$ cat src/rtl/rename_pkg.sv
// Shared types and slot-counting helpers for the N-wide rename stage.
// Counting helpers operate on a mask zero-extended to the widest supported group.
package rename_pkg;

  localparam int LREG_W_DEF = 5;
  localparam int PREG_W_DEF = 6;
  localparam int MAX_WIDTH  = 8;

  typedef logic [LREG_W_DEF-1:0] lreg_t;
  typedef logic [PREG_W_DEF-1:0] preg_t;
  typedef logic [MAX_WIDTH-1:0]  slot_mask_t;
  typedef logic [3:0]            slot_cnt_t;

  function automatic slot_cnt_t popcount(input slot_mask_t v);
    slot_cnt_t c;
    c = '0;
    for (int k = 0; k < MAX_WIDTH; k++) c = c + slot_cnt_t'(v[k]);
    return c;
  endfunction

  // Number of set bits strictly below position upto.
  function automatic slot_cnt_t prefix_popcount(input slot_mask_t v, input int upto);
    slot_cnt_t c;
    c = '0;
    for (int k = 0; k < MAX_WIDTH; k++) begin
      if (k < upto) c = c + slot_cnt_t'(v[k]);
    end
    return c;
  endfunction

endpackage

$ cat src/rtl/rename_dep_matrix.sv
// Intra-group dependency resolution for any group width: source bypass selects,
// old-destination selects and the youngest-writer mask used for RAT writes.
module rename_dep_matrix #(
  parameter int WIDTH  = 4,
  parameter int LREG_W = 5,
  parameter int IDX_W  = (WIDTH > 1) ? $clog2(WIDTH) : 1
) (
  input  logic [WIDTH-1:0]              wr,
  input  logic [WIDTH-1:0][LREG_W-1:0]  lrd,
  input  logic [WIDTH-1:0][LREG_W-1:0]  lrs1,
  input  logic [WIDTH-1:0][LREG_W-1:0]  lrs2,
  output logic [WIDTH-1:0]              raw1_hit,
  output logic [WIDTH-1:0]              raw2_hit,
  output logic [WIDTH-1:0]              old_hit,
  output logic [WIDTH-1:0][IDX_W-1:0]   raw1_sel,
  output logic [WIDTH-1:0][IDX_W-1:0]   raw2_sel,
  output logic [WIDTH-1:0][IDX_W-1:0]   old_sel,
  output logic [WIDTH-1:0]              youngest
);

  // Ascending scan over older slots: the last match wins, i.e. the youngest older writer.
  always_comb begin
    raw1_hit = '0;
    raw2_hit = '0;
    old_hit  = '0;
    raw1_sel = '0;
    raw2_sel = '0;
    old_sel  = '0;
    youngest = wr;
    for (int j = 0; j < WIDTH; j++) begin
      for (int i = 0; i < WIDTH; i++) begin
        if (i < j && wr[i]) begin
          if (lrd[i] == lrs1[j]) begin
            raw1_hit[j] = 1'b1;
            raw1_sel[j] = IDX_W'(i);
          end
          if (lrd[i] == lrs2[j]) begin
            raw2_hit[j] = 1'b1;
            raw2_sel[j] = IDX_W'(i);
          end
          if (lrd[i] == lrd[j]) begin
            old_hit[j] = 1'b1;
            old_sel[j] = IDX_W'(i);
          end
        end
        if (i > j && wr[i] && lrd[i] == lrd[j]) youngest[j] = 1'b0;
      end
    end
  end

endmodule

$ cat src/rtl/rename_nway.sv
// N-wide register rename stage between decode and dispatch: allocates pregs,
// resolves intra-group hazards, updates spec_rat and registers the renamed group.
module rename_nway
  import rename_pkg::*;
#(
  parameter int WIDTH     = 4,
  parameter int LREG_W    = LREG_W_DEF,
  parameter int PREG_W    = PREG_W_DEF,
  parameter int PAYLOAD_W = 160,
  parameter int CNT_W     = $clog2(WIDTH + 1)
) (
  input  logic                          clock,
  input  logic                          reset_n,
  input  logic                          flush_valid,
  input  logic [WIDTH-1:0]              in_valid,
  output logic                          in_ready,
  input  logic [WIDTH*LREG_W-1:0]       in_lrs1,
  input  logic [WIDTH*LREG_W-1:0]       in_lrs2,
  input  logic [WIDTH*LREG_W-1:0]       in_lrd,
  input  logic [WIDTH-1:0]              in_src1_is_reg,
  input  logic [WIDTH-1:0]              in_src2_is_reg,
  input  logic [WIDTH-1:0]              in_need_to_wb,
  input  logic [WIDTH*PAYLOAD_W-1:0]    in_payload,
  output logic [3*WIDTH*LREG_W-1:0]     rat_rd_addr,
  input  logic [3*WIDTH*PREG_W-1:0]     rat_rd_data,
  output logic [WIDTH-1:0]              rat_wr_en,
  output logic [WIDTH*LREG_W-1:0]       rat_wr_addr,
  output logic [WIDTH*PREG_W-1:0]       rat_wr_data,
  input  logic [CNT_W-1:0]              fl_avail_cnt,
  input  logic [WIDTH*PREG_W-1:0]       fl_prd,
  output logic [CNT_W-1:0]              fl_alloc_cnt,
  output logic [WIDTH-1:0]              out_valid,
  input  logic                          out_ready,
  output logic [WIDTH*PREG_W-1:0]       out_prs1,
  output logic [WIDTH*PREG_W-1:0]       out_prs2,
  output logic [WIDTH*PREG_W-1:0]       out_prd,
  output logic [WIDTH*PREG_W-1:0]       out_old_prd,
  output logic [WIDTH*LREG_W-1:0]       out_lrd,
  output logic [WIDTH-1:0]              out_src1_is_reg,
  output logic [WIDTH-1:0]              out_src2_is_reg,
  output logic [WIDTH-1:0]              out_need_to_wb,
  output logic [WIDTH-1:0]              out_raw1,
  output logic [WIDTH-1:0]              out_raw2,
  output logic [WIDTH*PAYLOAD_W-1:0]    out_payload
);

  localparam int IDX_W = (WIDTH > 1) ? $clog2(WIDTH) : 1;

  logic [WIDTH-1:0][LREG_W-1:0] lrs1_a, lrs2_a, lrd_a;
  logic [WIDTH-1:0][PREG_W-1:0] rd1_a, rd2_a, rdd_a, fl_a;
  logic [WIDTH-1:0][PREG_W-1:0] prd_a, prs1_a, prs2_a, old_a;
  logic [WIDTH-1:0]             wr, raw1_hit, raw2_hit, old_hit, youngest;
  logic [WIDTH-1:0][IDX_W-1:0]  raw1_sel, raw2_sel, old_sel;
  slot_mask_t                   wr_mask;
  logic [CNT_W-1:0]             need;
  logic                         slot_ok, fire;

  assign lrs1_a = in_lrs1;
  assign lrs2_a = in_lrs2;
  assign lrd_a  = in_lrd;
  assign fl_a   = fl_prd;

  always_comb begin
    rat_rd_addr = '0;
    rd1_a       = '0;
    rd2_a       = '0;
    rdd_a       = '0;
    for (int i = 0; i < WIDTH; i++) begin
      rat_rd_addr[3*LREG_W*i +: 3*LREG_W] = {lrd_a[i], lrs2_a[i], lrs1_a[i]};
      rd1_a[i] = rat_rd_data[3*PREG_W*i +: PREG_W];
      rd2_a[i] = rat_rd_data[3*PREG_W*i + PREG_W +: PREG_W];
      rdd_a[i] = rat_rd_data[3*PREG_W*i + 2*PREG_W +: PREG_W];
    end
  end

  // x0 and invalid slots never write, so they never allocate or bypass.
  always_comb begin
    wr      = '0;
    wr_mask = '0;
    for (int i = 0; i < WIDTH; i++) begin
      wr[i]      = in_valid[i] & in_need_to_wb[i] & (lrd_a[i] != '0);
      wr_mask[i] = wr[i];
    end
  end

  assign need = CNT_W'(popcount(wr_mask));

  // Each writer takes the freelist entry at its rank among the group's writers.
  always_comb begin
    prd_a = '0;
    for (int i = 0; i < WIDTH; i++) begin
      if (wr[i]) begin
        for (int m = 0; m < WIDTH; m++) begin
          if (prefix_popcount(wr_mask, i) == slot_cnt_t'(m)) prd_a[i] = fl_a[m];
        end
      end
    end
  end

  rename_dep_matrix #(
    .WIDTH  (WIDTH),
    .LREG_W (LREG_W),
    .IDX_W  (IDX_W)
  ) u_dep (
    .wr       (wr),
    .lrd      (lrd_a),
    .lrs1     (lrs1_a),
    .lrs2     (lrs2_a),
    .raw1_hit (raw1_hit),
    .raw2_hit (raw2_hit),
    .old_hit  (old_hit),
    .raw1_sel (raw1_sel),
    .raw2_sel (raw2_sel),
    .old_sel  (old_sel),
    .youngest (youngest)
  );

  always_comb begin
    prs1_a = rd1_a;
    prs2_a = rd2_a;
    old_a  = rdd_a;
    for (int j = 0; j < WIDTH; j++) begin
      for (int m = 0; m < WIDTH; m++) begin
        if (raw1_hit[j] && raw1_sel[j] == IDX_W'(m)) prs1_a[j] = prd_a[m];
        if (raw2_hit[j] && raw2_sel[j] == IDX_W'(m)) prs2_a[j] = prd_a[m];
        if (old_hit[j]  && old_sel[j]  == IDX_W'(m)) old_a[j]  = prd_a[m];
      end
      if (lrs1_a[j] == '0) prs1_a[j] = '0;
      if (lrs2_a[j] == '0) prs2_a[j] = '0;
    end
  end

  assign slot_ok      = ~|out_valid | out_ready;
  assign in_ready     = slot_ok & (fl_avail_cnt >= need) & ~flush_valid;
  assign fire         = in_ready & in_valid[0];
  assign fl_alloc_cnt = fire ? need : '0;
  assign rat_wr_en    = {WIDTH{fire}} & youngest;
  assign rat_wr_addr  = in_lrd;
  assign rat_wr_data  = prd_a;

  // Output pipeline register: holds on stall, dropped by flush or reset.
  always_ff @(posedge clock or negedge reset_n) begin
    if (!reset_n) begin
      out_valid       <= '0;
      out_prs1        <= '0;
      out_prs2        <= '0;
      out_prd         <= '0;
      out_old_prd     <= '0;
      out_lrd         <= '0;
      out_src1_is_reg <= '0;
      out_src2_is_reg <= '0;
      out_need_to_wb  <= '0;
      out_raw1        <= '0;
      out_raw2        <= '0;
      out_payload     <= '0;
    end else begin
      if (flush_valid)    out_valid <= '0;
      else if (fire)      out_valid <= in_valid;
      else if (out_ready) out_valid <= '0;
      if (fire) begin
        out_prs1        <= prs1_a;
        out_prs2        <= prs2_a;
        out_prd         <= prd_a;
        out_old_prd     <= old_a;
        out_lrd         <= in_lrd;
        out_src1_is_reg <= in_src1_is_reg;
        out_src2_is_reg <= in_src2_is_reg;
        out_need_to_wb  <= in_need_to_wb;
        out_raw1        <= raw1_hit;
        out_raw2        <= raw2_hit;
        out_payload     <= in_payload;
      end
    end
  end

endmodule

$ cat config.mk
export PLATFORM = sky130hd
export DESIGN_NAME = rename_nway
export DESIGN_NICKNAME = d
export VERILOG_FILES = /design/src/rtl/rename_pkg.sv /design/src/rtl/rename_dep_matrix.sv /design/src/rtl/rename_nway.sv
export SDC_FILE = /design/constraint.sdc
export NUM_CORES = 2
export LEC_CHECK = 0
export CORE_AREA = 4 4 659 661
export CTS_BUF_LIST = sky130_fd_sc_hd__clkbuf_4 sky130_fd_sc_hd__clkbuf_8
export DETAILED_ROUTE_END_ITERATION = 7
export DIE_AREA = 0 0 663 665
export PLACE_DENSITY_LB_ADDON = 0.08
export SETUP_SLACK_MARGIN = 0.02
export SYNTH_ARGS = -nofsm -noshare
export SYNTH_HDL_FRONTEND = slang
export SYNTH_HIERARCHICAL = 1
export SYNTH_SLANG_ARGS = --single-unit
$ cat constraint.sdc
create_clock -name clock -period 12.29 [get_ports clock]
set_input_delay 2.458 -clock clock [delete_from_list [all_inputs] [get_ports clock]]
set_output_delay 2.458 -clock clock [all_outputs]
set_load 0.03 [all_outputs]
==> reports/results.txt <==
Syn Std Cell Area - 0.03460 mm2
Fin Clk Skew - 98.18 ps
min-delay worst type - flop to flop
Die X - 663 um
placed cell count - 11150
DRT iter0 DRCs - 2149
final hold vios - 0
TritonCTS clock tree - built
CTS H-tree lvls - 4
status - complete, no violations
CTS max path bufs - 4
Layout Cells excl Fill - 11510
drt pass-1 iters - 6
vias in the first global route - 37590
Worst-Margin Slew - 1080 ps
crit path max fanout - 42
CTS Hold Bufs - 0
via count - 36180
Die Area - 0.4409 mm2
number of enable flip-flop cells after synthesis - 0
largest family of logic cells by synthesized area - simple AND/OR/NAND/NOR gates
worst-skew pair later-pin latency - 1010 ps
Main synth FF type - dfrtp_1
clock sinks - 780
Top reg by flops - out_payload
WP data required - 9830 ps
#FFs+latches synth - 780
routed wire length per instance - 28.29 um
pwr dens - 189.8 mW/mm2
Area Overhead vs Synth - 79.23%
MaxCap Viol Count - 0
via/cell ratio - 3.143
antenna violations before repair - 182
Slew headroom - 28.03%
final setup fails - 0
compound-gate portion of the synthesized area - 7.478%
Num CTS Buffers - 195
Clock Tree Root - clkbuf_8
FMAX - 99.97 MHz
first-pass GRT wire length - 415100 um
setup TNS - 0 ps
# DRC - 0
Total Power - 11.77 mW
post-synthesis adder-cell area fraction - 0.4773%
antenna viol nets, final - 0
Critical Path AT - 7550 ps
Avg Inst Size Synth - 8.767 um2
# IOs - 1711
total track usage - 14.18%
leakage - 26.48 nW
area fraction of the dominant cell type after synthesis - 56.41%
Synth area leaders - dfrtp_1 56%, nand2_1 23%, buf_4 2.3%
Syn Inst Count - 3947
postcts setup bufs - 0
initial core utilization - 8.064%
die height - 665 um
Core ar. - 0.4291 mm2
fin crit share - 81.40%
Final Net Count - 6464
async set or reset register ratio after synthesis - 100.0%
max reg flops - 640
Startpoint Class - input port
register area share after synthesis - 56.41%
RSZ-0062 raised after global routing - false
count of pins over their slew limit - 0
post-synthesis mux area share - 0.9582%
layout cells sized above 1 - 8.296%
Multi-input gate area - 0.01327 mm2
final WL - 325600 um
Hold WS - 469.0 ps
most common cell after layout, fill and taps aside - nand2_1
commonest cells after routing, fill and taps aside - 2132 x nand2_1, 1709 x clkdlybuf4s50_1, 780 x dfrtp_1
Synth Warn # - 6
critical setup path kind - input port to output port
site row count - 241
IO buf count - 1710
Final HPWL DP - 260100 um
largest net degree at the start of global routing - 136
post_cts resized - 0
maximum VDD drop - 0.07018 mV
fill cell count - 48720
cell taking the most area after synthesis - dfrtp_1
post-layout min period - 10000 ps
xor and xnor area share after synthesis - 2.441%
GPL Wtd Cong - 0.7915
Clock Pin Slew Worst Setup and Hold Paths - 60 ps
simple-gate area share of the yosys netlist - 26.70%
nature of the critical path endpoint - output port
distinct cell type count of the synthesized netlist - 84
GRT Residual Overflow - 0
Reg area - 0.01952 mm2
## cell type report
type / count / share of cell area, %
Clock buffer: 300 / 5.911
Multi-Input combinational cell: 2816 / 21.40
Antenna cell: 38 / 0.1533
Sequential cell: 780 / 31.47
Clock inverter: 26 / 0.5124
Tap cell: 5710 / 11.52
Timing Repair Buffer: 1795 / 28.76
Inverter: 45 / 0.2724
## cell usage after synthesis (4+ instances only)
cell type	count
a31oi_1	5
or3_1	8
a32o_1	48
mux4_2	4
buf_6	11
and2_1	8
a211oi_1	4
a21oi_2	9
mux2_2	9
mux2i_1	14
nor4_1	11
nor3_1	39
and3_1	11
xnor2_2	5
xor2_1	38
nor2b_1	9
o221ai_1	49
o21ai_0	47
nand2b_1	14
a22o_1	4
inv_2	4
inv_1	32
buf_4	105
nor2_1	57
o22a_1	5
nand4b_1	8
buf_2	41
clkinv_1	9
a221oi_1	45
a221o_1	4
nand4_1	6
clkbuf_1	160
buf_1	5
o211ai_1	8
nand2_1	2132
a22oi_1	6
ha_1	10
xnor2_1	46
nand3_1	20
o31ai_1	5
dfrtp_1	780
a21oi_1	36
o22ai_1	10
## worst paths after layout
check | startpoint | to | slack (ps) | depth (start not counted)
max | in_lrd[18] | fl_alloc_cnt[2] | 2290 | 13
min | out_payload[327] | out_payload[327] | 470 | 2
max reg2reg | out_valid[1] | out_payload[278] | 7330 | 9
min reg2reg | out_payload[327] | out_payload[327] | 470 | 2
max in group asynchronous | reset_n | out_payload[102] | 8490 | 4
min in group asynchronous | reset_n | out_payload[362] | 1390 | 1
## metal layers
| metal | GRT usage (%) | routed length (um) | vias up |
|---|---|---|---|
| met5 | 0 | 353 | - |
| met4 | 2.588 | 7261 | 52 |
| met3 | 5.289 | 27470 | 529 |
| met2 | 26.16 | 168600 | 1520 |
| met1 | 15.47 | 122000 | 18060 |
| li1 | - | - | 16020 |
## worst max-delay path: stages
cell and delay, ps:
clkdlybuf4s50_1 710, or4_1 650, o211ai_1 450, fa_1 510, inv_1 60, ha_1 250
ha_1 290, nand2b_1 110, a21o_1 120, a21oi_1 100, or4b_4 820, nor2_1 270
clkdlybuf4s50_1 720
## stage by stage
step	worst slack [ps]	utilization, %	instance area (um2)
finish	2287	14.45	62020
global route	2064	14.44	61950
CTS	2214	14.43	61920
detailed placement	2243	13.50	57940
global placement	2289	13.50	57940
floorplan	3486	-	34670
## power by group
part           total (mW)  internal (mW)  leakage [nW]  switching [mW]
clock network        3.55           2.00          2.11            1.55
logic                4.60           1.62          14.6            2.98
registers            3.62           3.19          9.75           0.424
## cell families (layout without fill, tap and decap cells)
family / Yosys count / count (layout)
mux: 27 / 27
flops: 780 / 780
compound gates: 324 / 324
fa+ha+maj: 12 / 12
other cells: 1 / 56
buf+inv: 368 / 2166
xor+xnor: 90 / 90
simple gates: 2345 / 2345
No activity file was read; power rests on OpenSTA's default activity.
